===== config.mk =====
export PLATFORM = sky130hd
export DESIGN_NAME = load_store_unit_flat
export DESIGN_NICKNAME = d
export VERILOG_FILES = /design/src/rtl/lsu_pkg.sv /design/src/rtl/load_store_unit_if.sv /design/src/rtl/lsu_lane_merge.sv /design/src/rtl/load_store_unit.sv /design/src/flat_wrapper.sv
export SDC_FILE = /design/constraint.sdc
export NUM_CORES = 1
export LEC_CHECK = 0
export BUFFER_PORTS_ARGS = -buffer_cell sky130_fd_sc_hd__buf_2
export CORE_UTILIZATION = 52
export CTS_CLUSTER_SIZE = 8
export DETAILED_ROUTE_END_ITERATION = 8
export GPL_TIMING_DRIVEN = 0
export PLACE_DENSITY = 0.84
export SLEW_MARGIN = 10
export SYNTH_ARGS = -nofsm -noshare
export SYNTH_HDL_FRONTEND = slang
export SYNTH_SLANG_ARGS = --single-unit

===== constraint.sdc =====
create_clock -name clk -period 2.91 [get_ports clk]
set_input_delay 0.582 -clock clk [delete_from_list [all_inputs] [get_ports clk]]
set_output_delay 0.582 -clock clk [all_outputs]
set_load 0.1 [all_outputs]

===== src/rtl/lsu_pkg.sv =====
// rtl/lsu_pkg.sv - shared size/state encodings and helpers for the load/store unit
package lsu_pkg;

  localparam int NWORDS_DEFAULT = 1024;

  typedef enum logic [1:0] {
    SZ_BYTE = 2'b00,
    SZ_HALF = 2'b01,
    SZ_WORD = 2'b10,
    SZ_RSVD = 2'b11
  } lsu_size_e;

  typedef enum logic [1:0] {
    S_IDLE   = 2'b00,
    S_ACCESS = 2'b01,
    S_WRITE  = 2'b10,
    S_DONE   = 2'b11
  } lsu_state_e;

  // Reserved size behaves as a full word whenever it is not rejected.
  function automatic logic lsu_is_word(input logic [1:0] size);
    return size[1];
  endfunction

  function automatic logic lsu_misaligned(input logic [1:0] size, input logic [1:0] off);
    case (lsu_size_e'(size))
      SZ_HALF: return off[0];
      SZ_WORD: return off != 2'b00;
      SZ_RSVD: return 1'b1;
      default: return 1'b0;
    endcase
  endfunction

endpackage


===== src/rtl/load_store_unit_if.sv =====
// rtl/load_store_unit_if.sv - request/response and data-memory signals of the load/store unit
interface load_store_unit_if #(
  parameter int ADDR_W = 32
);
  logic              req;
  logic              we;
  logic [1:0]        size;
  logic              sext;
  logic [ADDR_W-1:0] addr;
  logic [31:0]       wdata;
  logic              ready;
  logic              valid;
  logic [31:0]       rdata;
  logic              err;
  logic [ADDR_W-1:0] mem_addr;
  logic              mem_we_n;
  logic [31:0]       mem_wdata;
  logic [31:0]       mem_rdata;

  modport master (
    output req, we, size, sext, addr, wdata, mem_rdata,
    input  ready, valid, rdata, err, mem_addr, mem_we_n, mem_wdata
  );

  modport slave (
    input  req, we, size, sext, addr, wdata, mem_rdata,
    output ready, valid, rdata, err, mem_addr, mem_we_n, mem_wdata
  );
endinterface


===== src/rtl/lsu_lane_merge.sv =====
// rtl/lsu_lane_merge.sv - little-endian lane extraction/extension for loads and lane merge for stores
module lsu_lane_merge
  import lsu_pkg::*;
(
  input  logic [31:0] rword,
  input  logic [31:0] wdata,
  input  logic [1:0]  size,
  input  logic        sext,
  input  logic [1:0]  offset,
  output logic [31:0] ldata,
  output logic [31:0] merged
);

  logic [7:0]  lane_b;
  logic [15:0] lane_h;

  always_comb begin
    lane_b = rword[{offset, 3'b000} +: 8];
    lane_h = offset[1] ? rword[31:16] : rword[15:0];
    ldata  = rword;
    merged = wdata;
    case (lsu_size_e'(size))
      SZ_BYTE: begin
        ldata  = {{24{sext & lane_b[7]}}, lane_b};
        merged = rword;
        merged[{offset, 3'b000} +: 8] = wdata[7:0];
      end
      SZ_HALF: begin
        ldata  = {{16{sext & lane_h[15]}}, lane_h};
        merged = offset[1] ? {wdata[15:0], rword[15:0]} : {rword[31:16], wdata[15:0]};
      end
      default: ;
    endcase
  end

endmodule


===== src/rtl/load_store_unit.sv =====
// rtl/load_store_unit.sv - single-port load/store FSM; LSU_ALIGN_CHECK_EN enables misalignment rejection
module load_store_unit
  import lsu_pkg::*;
#(
  parameter int NWORDS = NWORDS_DEFAULT,
  parameter int ADDR_W = 32
) (
  input  logic              clk,
  input  logic              rst_n,
  load_store_unit_if.slave  bus
);

  if (NWORDS < 1) begin : g_bad_nwords
    $error("load_store_unit: NWORDS must be at least 1");
  end

  lsu_state_e  state;
  logic        we_q;
  logic        sext_q;
  logic [1:0]  size_q;
  logic [1:0]  off_q;
  logic [31:0] wdata_q;
  logic        rd_valid;
  logic [31:0] rd_data;
  logic [31:0] ld_data;
  logic [31:0] st_merged;
  logic        bad_req;
  logic        bad_q;

  lsu_lane_merge u_lane_merge (
    .rword  (bus.mem_rdata),
    .wdata  (wdata_q),
    .size   (size_q),
    .sext   (sext_q),
    .offset (off_q),
    .ldata  (ld_data),
    .merged (st_merged)
  );

`ifdef LSU_ALIGN_CHECK_EN
  logic err_q;

  assign bad_req = lsu_misaligned(bus.size, bus.addr[1:0]);
  assign bad_q   = lsu_misaligned(size_q, off_q);
  assign bus.err = err_q;

  always_ff @(posedge clk or negedge rst_n) begin
    if (!rst_n) begin
      err_q <= 1'b0;
    end else if (state == S_IDLE && bus.req) begin
      err_q <= 1'b0;
    end else if (state == S_ACCESS && bad_q) begin
      err_q <= 1'b1;
    end
  end
`else
  assign bad_req = 1'b0;
  assign bad_q   = 1'b0;
  assign bus.err = 1'b0;
`endif

  assign bus.ready = (state == S_IDLE);
  assign bus.valid = rd_valid;
  assign bus.rdata = rd_data;

  always_ff @(posedge clk or negedge rst_n) begin
    if (!rst_n) begin
      state         <= S_IDLE;
      rd_valid      <= 1'b0;
      rd_data       <= 32'h0;
      bus.mem_we_n  <= 1'b1;
      bus.mem_addr  <= '0;
      bus.mem_wdata <= 32'h0;
      we_q          <= 1'b0;
      sext_q        <= 1'b0;
      size_q        <= SZ_BYTE;
      off_q         <= 2'b00;
      wdata_q       <= 32'h0;
    end else begin
      case (state)
        S_IDLE: begin
          rd_valid <= 1'b0;
          if (bus.req) begin
            we_q         <= bus.we;
            sext_q       <= bus.sext;
            size_q       <= bus.size;
            off_q        <= bus.addr[1:0];
            wdata_q      <= bus.wdata;
            bus.mem_addr <= {2'b00, bus.addr[ADDR_W-1:2]};
            state        <= S_ACCESS;
            // Word stores go straight to memory so the strobe covers all of ACCESS.
            if (bus.we && lsu_is_word(bus.size) && !bad_req) begin
              bus.mem_we_n  <= 1'b0;
              bus.mem_wdata <= bus.wdata;
            end
          end
        end
        S_ACCESS: begin
          if (bad_q || !we_q || lsu_is_word(size_q)) begin
            if (!bad_q && !we_q) begin
              rd_data <= ld_data;
            end
            bus.mem_we_n <= 1'b1;
            rd_valid     <= 1'b1;
            state        <= S_DONE;
          end else begin
            // Sub-word store: read-modify-write through the merged word.
            bus.mem_wdata <= st_merged;
            bus.mem_we_n  <= 1'b0;
            state         <= S_WRITE;
          end
        end
        S_WRITE: begin
          bus.mem_we_n <= 1'b1;
          rd_valid     <= 1'b1;
          state        <= S_DONE;
        end
        S_DONE: begin
          rd_valid <= 1'b0;
          state    <= S_IDLE;
        end
        default: state <= S_IDLE;
      endcase
    end
  end

endmodule


===== src/flat_wrapper.sv =====
// flat-port wrapper written by rule: the top's interface ports become plain ports
module load_store_unit_flat import lsu_pkg::*;
#(
  parameter int NWORDS = NWORDS_DEFAULT,
  parameter int ADDR_W = 32
)
  (clk, rst_n, bus_req, bus_we, bus_size, bus_sext, bus_addr, bus_wdata, bus_mem_rdata, bus_ready, bus_valid, bus_rdata, bus_err, bus_mem_addr, bus_mem_we_n, bus_mem_wdata);
  load_store_unit_if #(.ADDR_W(ADDR_W)) bus_i ();
  input  logic clk;
  input  logic rst_n;
  input wire logic [$bits(bus_i.req)-1:0] bus_req;
  input wire logic [$bits(bus_i.we)-1:0] bus_we;
  input wire logic [$bits(bus_i.size)-1:0] bus_size;
  input wire logic [$bits(bus_i.sext)-1:0] bus_sext;
  input wire logic [$bits(bus_i.addr)-1:0] bus_addr;
  input wire logic [$bits(bus_i.wdata)-1:0] bus_wdata;
  input wire logic [$bits(bus_i.mem_rdata)-1:0] bus_mem_rdata;
  output wire logic [$bits(bus_i.ready)-1:0] bus_ready;
  output wire logic [$bits(bus_i.valid)-1:0] bus_valid;
  output wire logic [$bits(bus_i.rdata)-1:0] bus_rdata;
  output wire logic [$bits(bus_i.err)-1:0] bus_err;
  output wire logic [$bits(bus_i.mem_addr)-1:0] bus_mem_addr;
  output wire logic [$bits(bus_i.mem_we_n)-1:0] bus_mem_we_n;
  output wire logic [$bits(bus_i.mem_wdata)-1:0] bus_mem_wdata;
  assign bus_i.req = bus_req;
  assign bus_i.we = bus_we;
  assign bus_i.size = bus_size;
  assign bus_i.sext = bus_sext;
  assign bus_i.addr = bus_addr;
  assign bus_i.wdata = bus_wdata;
  assign bus_i.mem_rdata = bus_mem_rdata;
  assign bus_ready = bus_i.ready;
  assign bus_valid = bus_i.valid;
  assign bus_rdata = bus_i.rdata;
  assign bus_err = bus_i.err;
  assign bus_mem_addr = bus_i.mem_addr;
  assign bus_mem_we_n = bus_i.mem_we_n;
  assign bus_mem_wdata = bus_i.mem_wdata;
  load_store_unit #(.NWORDS(NWORDS), .ADDR_W(ADDR_W)) u_core (.clk(clk), .rst_n(rst_n), .bus(bus_i));
endmodule

Word-level counts from Yosys, hierarchy flattened --
Index checks and enable logic that the tools add are counted.
Storage, ports and cells: output and inout port bits 100, register bits after elaboration 136
Operators by class: reduce and logical (&&, ||, !) cells 12, eq/ne operators 8, add/subtract/negate cells 1, bitwise gates (word level) 3, shift operators 3, multiplexer cells 18
Operators with widths (count):
- one-hot mux 32 bit (2 select lines) | 3
- 2-to-1 mux 32 bit | 4
- bitwise mux 32 bit | 1
- variable shift 8 x 7 -> 32 bit (first input constant) | 1
- indexed part select 32 x 6 -> 8 bit | 1
- indexed part select 8 x 7 -> 32 bit | 1
- 2-to-1 mux 16 bit | 1
- one-hot mux 2 bit (4 select lines) | 1
- negation 5 -> 7 bit | 1
- one-hot mux 1 bit (3 select lines) | 2
- AND reduction 3 bit | 2
- 2-to-1 mux 1 bit | 5
- equality test 2 x 1 -> 1 bit (second input constant) | 2
- equality test 2 bit (second input constant) | 2
- logical NOT 2 bit | 2
- != test 2 x 1 -> 1 bit (second input constant) | 2
- != test 2 bit (second input constant) | 2
- AND reduction 4 bit | 1
- nonzero test 3 bit | 1
- AND 1 bit | 2
- 2-to-1 mux 2 bit | 1
- AND reduction 2 bit | 1
- nonzero test 2 bit | 1
- OR reduction 2 bit | 1
- other kinds (4) | 4

Depth between registers and ports, before layout --
depth after elaboration 6, mapped depth 8, gate-level depth less buffers 6

Hierarchy --
A second synthesis with hierarchy kept.
Unflattened totals: cell total of the unflattened synthesis 581, area, all modules 7108.1 um^2
By module, submodules not included:
- load_store_unit | sequential area each 3404.5 um^2, area each 5581.6 um^2, times used 1, cells an instance 347
- lsu_lane_merge | sequential area each 0.0 um^2, area each 1526.5 um^2, times used 1, cells an instance 234

Worst setup path after synthesis --
Ideal clock, no wire load.
kind register to register, from register u_core.state[0], to register u_core.wdata_q[11], arrival time 2.331 ns, clock period less this slack 2.456 ns, cell stages (with the launch flop) 8, buffers on the path 3, slack 0.454 ns, path through dfrtp_1 inv_1 ha_1 clkbuf_1 nand2_1 buf_2 buf_2 mux2_2
On the way: cells in the longest elaborated chain, start to end 2
Ends and longest elaborated chain:
- start, declared | RTL line load_store_unit.sv:17 | lsu_state_e state;
- start signal, assigned | RTL line load_store_unit.sv:68 | state <= S_IDLE;
- start signal, assigned | RTL line load_store_unit.sv:90 | state <= S_ACCESS;
- start signal, assigned | RTL line load_store_unit.sv:105 | state <= S_DONE;
- logical NOT 2 bit
- via bus_ready | RTL line flat_wrapper.sv:18 | output wire logic [$bits(bus_i.ready)-1:0] bus_ready;
- AND reduction 2 bit (no source line)
- end signal, assigned | RTL line load_store_unit.sv:88 | wdata_q <= bus.wdata;
- end, declared | RTL line load_store_unit.sv:22 | logic [31:0] wdata_q;
The timed path passes the listed nets, and every way through them passes these cells. A chain may end at the register's enable or synchronous reset.

Worst setup path after layout --
from register u_core.off_q[0], to register u_core.bus.mem_wdata[15]
On the way: cells in the longest elaborated chain, start to end 6, elaborated cells on any way between the ends 7, classes of those cells add/sub (1); shift (2); mux (4)
Ends and longest elaborated chain:
- start, declared | RTL line load_store_unit.sv:21 | logic [1:0] off_q;
- start signal, assigned | RTL line load_store_unit.sv:87 | off_q <= bus.addr[1:0];
- negation 5 -> 7 bit (*) | RTL line lsu_lane_merge.sv:26 | merged[{offset, 3'b000} +: 8] = wdata[7:0];
- indexed part select 8 x 7 -> 32 bit or variable shift 8 x 7 -> 32 bit (tied branches) | RTL line lsu_lane_merge.sv:26
- bitwise mux 32 bit (*) | RTL line lsu_lane_merge.sv:26
- one-hot mux 32 bit (2 select lines) (*) | RTL line lsu_lane_merge.sv:22 | case (lsu_size_e'(size))
- 2-to-1 mux 32 bit (*) | RTL line load_store_unit.sv:99 | if (bad_q || !we_q || lsu_is_word(size_q)) begin
- one-hot mux 32 bit (2 select lines) (*) | RTL line load_store_unit.sv:80 | case (state)
- end signal, assigned | RTL line load_store_unit.sv:94 | bus.mem_wdata <= bus.wdata;
- end signal, assigned | RTL line load_store_unit.sv:108 | bus.mem_wdata <= st_merged;
- end, declared | RTL line load_store_unit_if.sv:27 | output ready, valid, rdata, err, mem_addr, mem_we_n, mem_wdata
Every way passes the cells marked *; elsewhere a longest branch is shown, timed or not. The select of a mux whose other input is x is not followed.

==> flow_results.xml <==
<?xml version="1.0" encoding="UTF-8"?>
<metrics>
  <group name="die">
    <metric name="die_area" unit="um2">13500</metric>
    <metric name="num_io_pins" unit="">203</metric>
    <metric name="floorplan.core_area" unit="um2">12700</metric>
    <metric name="core.rowCount" unit="">41</metric>
    <metric name="dieHeight" unit="um">116</metric>
    <metric name="effective_utilization_at_floorplan" unit="%">53.5</metric>
    <metric name="fp.dieW" unit="um">116</metric>
  </group>
  <group name="sta">
    <metric name="finalWorstSetupSlack" unit="ps">281</metric>
    <metric name="finalMaxSlewViolations" unit="">0</metric>
    <metric name="worst-slew-pin-transition" unit="ps">918</metric>
    <metric name="relSlewSlack" unit="%">38.3</metric>
    <metric name="timing.clock.skew" unit="ps">7.40</metric>
    <metric name="unrepaired_setup_endpoints_after_global_routing" unit="">no</metric>
    <metric name="post-route-period-util" unit="%">90.3</metric>
    <metric name="post-route-min-period" unit="ps">2630</metric>
    <metric name="setup-violations-final" unit="">0</metric>
    <metric name="fmaxAchievable" unit="MHz">380</metric>
    <metric name="setup-tns-final" unit="ps">0</metric>
    <metric name="timing_hold_violations_final" unit="">0</metric>
  </group>
  <group name="setup_path">
    <metric name="worstSetupStartpointType" unit="">flip-flop</metric>
    <metric name="max_stage_delay" unit="ps">560</metric>
    <metric name="critical_path.startpoint" unit="">u_core.off_q[0]</metric>
    <metric name="path_class" unit="">reg -&gt; reg</metric>
    <metric name="ordered_list_of_cells_on_the_worst_path" unit="">clkbuf_1 &gt; inv_1 &gt; ha_1 &gt; or4_4 &gt; nor2_2 &gt; a211oi_1 &gt; o31ai_1</metric>
    <metric name="cp_slowest_cell" unit="">or4_4</metric>
    <metric name="worst-endpoint-required" unit="ps">3230</metric>
    <metric name="critPathArrivalTime" unit="ps">2950</metric>
    <metric name="setup.worst_path.end_class" unit="">flip-flop</metric>
    <metric name="crit-reg2reg-launch" unit="">u_core.off_q[0]</metric>
    <metric name="worst-r2r-setup-slack" unit="ps">280</metric>
    <metric name="crit_fanout" unit="">9</metric>
  </group>
  <group name="route">
    <metric name="routed_wl" unit="um">20100</metric>
    <metric name="wl_per_cell" unit="um">19.6</metric>
    <metric name="drt_drc_violations_left" unit="">0</metric>
    <metric name="detail-route-antenna-nets" unit="">0</metric>
    <metric name="dr.first_iter.drc_count" unit="">522</metric>
    <metric name="vias_per_cell" unit="">6.08</metric>
    <metric name="drtPass1Iterations" unit="">5</metric>
    <metric name="detailroute.via_count" unit="">6215</metric>
  </group>
  <group name="cells_and_area">
    <metric name="post_route_cells_drive_above_1_share" unit="%">39.8</metric>
    <metric name="layout.nets" unit="">948</metric>
    <metric name="layout-area-overhead-vs-synth" unit="%">27.0</metric>
    <metric name="fillerInstances" unit="">1007</metric>
    <metric name="postLayoutCoreUtil" unit="%">67.9</metric>
    <metric name="diodes" unit="">0</metric>
  </group>
  <group name="grt">
    <metric name="grt_pass1_wl" unit="um">31000</metric>
    <metric name="largest_net_degree_at_the_start_of_global_routing" unit="">80</metric>
    <metric name="grt_remaining_overflow" unit="">0</metric>
    <metric name="grt.total_usage" unit="%">31.0</metric>
    <metric name="vias_in_the_first_global_route" unit="">5794</metric>
    <metric name="number_of_antenna_violations_at_the_first_check_in_global_routing" unit="">1</metric>
  </group>
  <group name="outcome">
    <metric name="status" unit="">complete, no violations</metric>
  </group>
  <group name="worst_hold_path">
    <metric name="min-delay-path-class" unit="">in -&gt; async</metric>
  </group>
  <group name="clock_tree">
    <metric name="cts.clk_slew.worst_paths" unit="ps">60</metric>
    <metric name="clockRootBuffer" unit="">clkbuf_16</metric>
    <metric name="post_cts_resize_count" unit="">0</metric>
    <metric name="post-cts-setup-buffer-count" unit="">0</metric>
    <metric name="clock_tree_from_tritoncts" unit="">done</metric>
    <metric name="insertion_delay" unit="ps">430</metric>
    <metric name="htreeDepth" unit="">4</metric>
    <metric name="cts_buffers" unit="">17</metric>
    <metric name="clock-sinks" unit="">136</metric>
    <metric name="post_cts_hold_buffer_count" unit="">0</metric>
    <metric name="clk_path_buf_depth" unit="">2</metric>
  </group>
  <group name="yosys">
    <metric name="netlist_instances" unit="">616</metric>
    <metric name="yosysWarnings" unit="">0</metric>
    <metric name="avgSynthCellArea" unit="um2">11.0</metric>
    <metric name="yosysUniqueCellTypes" unit="">43</metric>
    <metric name="summed_instance_area_of_the_synthesized_netlist" unit="um2">6770</metric>
    <metric name="synth-seq-area-share" unit="%">50.3</metric>
    <metric name="synth_seq_cells" unit="">136</metric>
  </group>
  <group name="run">
    <metric name="maxCapViolations" unit="">0</metric>
  </group>
  <group name="place">
    <metric name="io_buffer_count" unit="">199</metric>
    <metric name="dp_worst_setup_slack" unit="ps">348</metric>
    <metric name="globalplace.congestion" unit="">0.961</metric>
    <metric name="dp.final_hpwl" unit="um">14900</metric>
  </group>
</metrics>
[layout by cell type, fill, tap and decap left out, types with 5 or more instances in the layout]
cell	count
nor2_1	48
o31ai_1	31
o21ai_0	6
clkinvlp_4	5
nor2b_1	11
buf_1	5
mux2_2	69
ha_1	8
nand2b_1	7
clkbuf_16	17
o221ai_1	7
nand2_1	64
a21oi_1	16
dfrtp_1	135
nand3_1	44
inv_1	7
a221oi_1	18
a32o_1	8
buf_2	214
a211oi_1	14
mux2i_1	9
mux4_2	7
a221o_1	25
and3_1	6
clkbuf_1	26
[stage by stage]
stage / hold WS, ps / instances / cell area, um2
after global placement: 455 / 989 / 7990
after detailed placement: 462 / 990 / 8030
after CTS: 133 / 1022 / 8600
after global routing: 151 / 1022 / 8600
final: 113 / 1022 / 8600
after floorplan: 286 / 618 / 6780
[cell families (layout without fill, tap and decap cells)]
logic type,Yosys count,after routing,synth area share [%]
muxes,85,85,15.1
other,1,3,0.0554
and+or+nand+nor,192,192,13.1
buffers and inverters,58,290,3.68
AOI/OAI and AO/OA,136,136,16.3
DFF,136,136,50.3
adders and majority gates,8,8,1.48
[cells in the mapped netlist, drive strengths merged]
| cell type | instances | share of area, % |
|---|---|---|
| o211ai | 1 | 0.11 |
| ha | 8 | 1.5 |
| o21ai | 6 | 0.44 |
| mux2i | 9 | 1.3 |
| a21o | 1 | 0.11 |
| a21oi | 16 | 1.2 |
| nand3b | 2 | 0.22 |
| dfstp | 1 | 0.39 |
| conb | 1 | 0.055 |
| buf | 24 | 1.8 |
| a31oi | 2 | 0.18 |
| nor2 | 50 | 2.8 |
| nand2 | 64 | 3.5 |
| nor3 | 3 | 0.39 |
| nor2b | 11 | 1.0 |
| o31ai | 33 | 3.8 |
| o22ai | 1 | 0.092 |
| nand3 | 44 | 3.3 |
| a221o | 25 | 3.7 |
| mux2 | 69 | 11 |
| a221oi | 18 | 2.3 |
| or4 | 1 | 0.17 |
| nand2b | 7 | 0.65 |
| dfrtp | 135 | 50 |
| a21boi | 1 | 0.17 |
| and2 | 1 | 0.092 |
| clkbuf | 26 | 1.4 |
| and3b | 3 | 0.39 |
| o2111ai | 1 | 0.13 |
| o221ai | 7 | 0.91 |
| and3 | 6 | 0.55 |
| a211oi | 15 | 1.7 |
| mux4 | 7 | 2.3 |
| inv | 8 | 0.44 |
| o2bb2ai | 1 | 0.22 |
| a32o | 8 | 1.2 |
[routing by layer]
layer / GRT usage, % / up-vias / share of wire (%) / routed length, um
met5: 0 / - / 0.065 / 13
met1: 40.4 / 2932 / 39 / 7880
met3: 10.1 / 103 / 11 / 2250
li1: - / 2731 / - / -
met2: 46.0 / 447 / 44 / 8920
met4: 17.3 / 2 / 5.1 / 1020
[registers in the layout, summed over array words and instances (netlist names)]
| register | flops |
|---|---|
| u_core.bus.mem_addr | 30 |
| u_core.bus.mem_wdata | 32 |
| u_core.bus.mem_we_n | 1 |
| u_core.bus.rdata | 32 |
| u_core.bus.valid | 1 |
| u_core.off_q | 2 |
| u_core.sext_q | 1 |
| u_core.size_q | 2 |
| u_core.state | 2 |
| u_core.wdata_q | 32 |
| u_core.we_q | 1 |
[worst max-delay path, delay by kind of cell (launching register included)]
kind / cells / cell delay [ps]
adder cells (fa/ha/maj): 1 / 250
AND/OR/NAND/NOR: 2 / 920
flip-flops: 1 / 380
buffers and inverters: 2 / 500
AO/OA/AOI/OAI: 2 / 480
[final cells by class]
class	instances	area (um2)	share of cell area [%]
Sequential cell	136	3400	39.6
Multi-Input combinational cell	424	3130	36.4
Timing Repair Buffer	200	1030	12.0
Clock buffer	21	480	5.58
Buffer	50	219	2.55
Tap cell	172	215	2.50
Clock inverter	11	96.3	1.12
Inverter	8	30.0	0.349
[worst paths after layout]
kind | cells after the start | end
max | 7 | u_core.bus.mem_wdata[15]
min | 1 | u_core.wdata_q[2]
max reg2reg | 7 | u_core.bus.mem_wdata[15]
min reg2reg | 2 | u_core.bus.mem_wdata[9]
max in group asynchronous | 2 | u_core.bus.mem_we_n
min in group clk | 2 | u_core.bus.mem_addr[12]
Power is not shown: default switching activity piles up to over one toggle a cycle in this logic, so the estimate is an artifact.
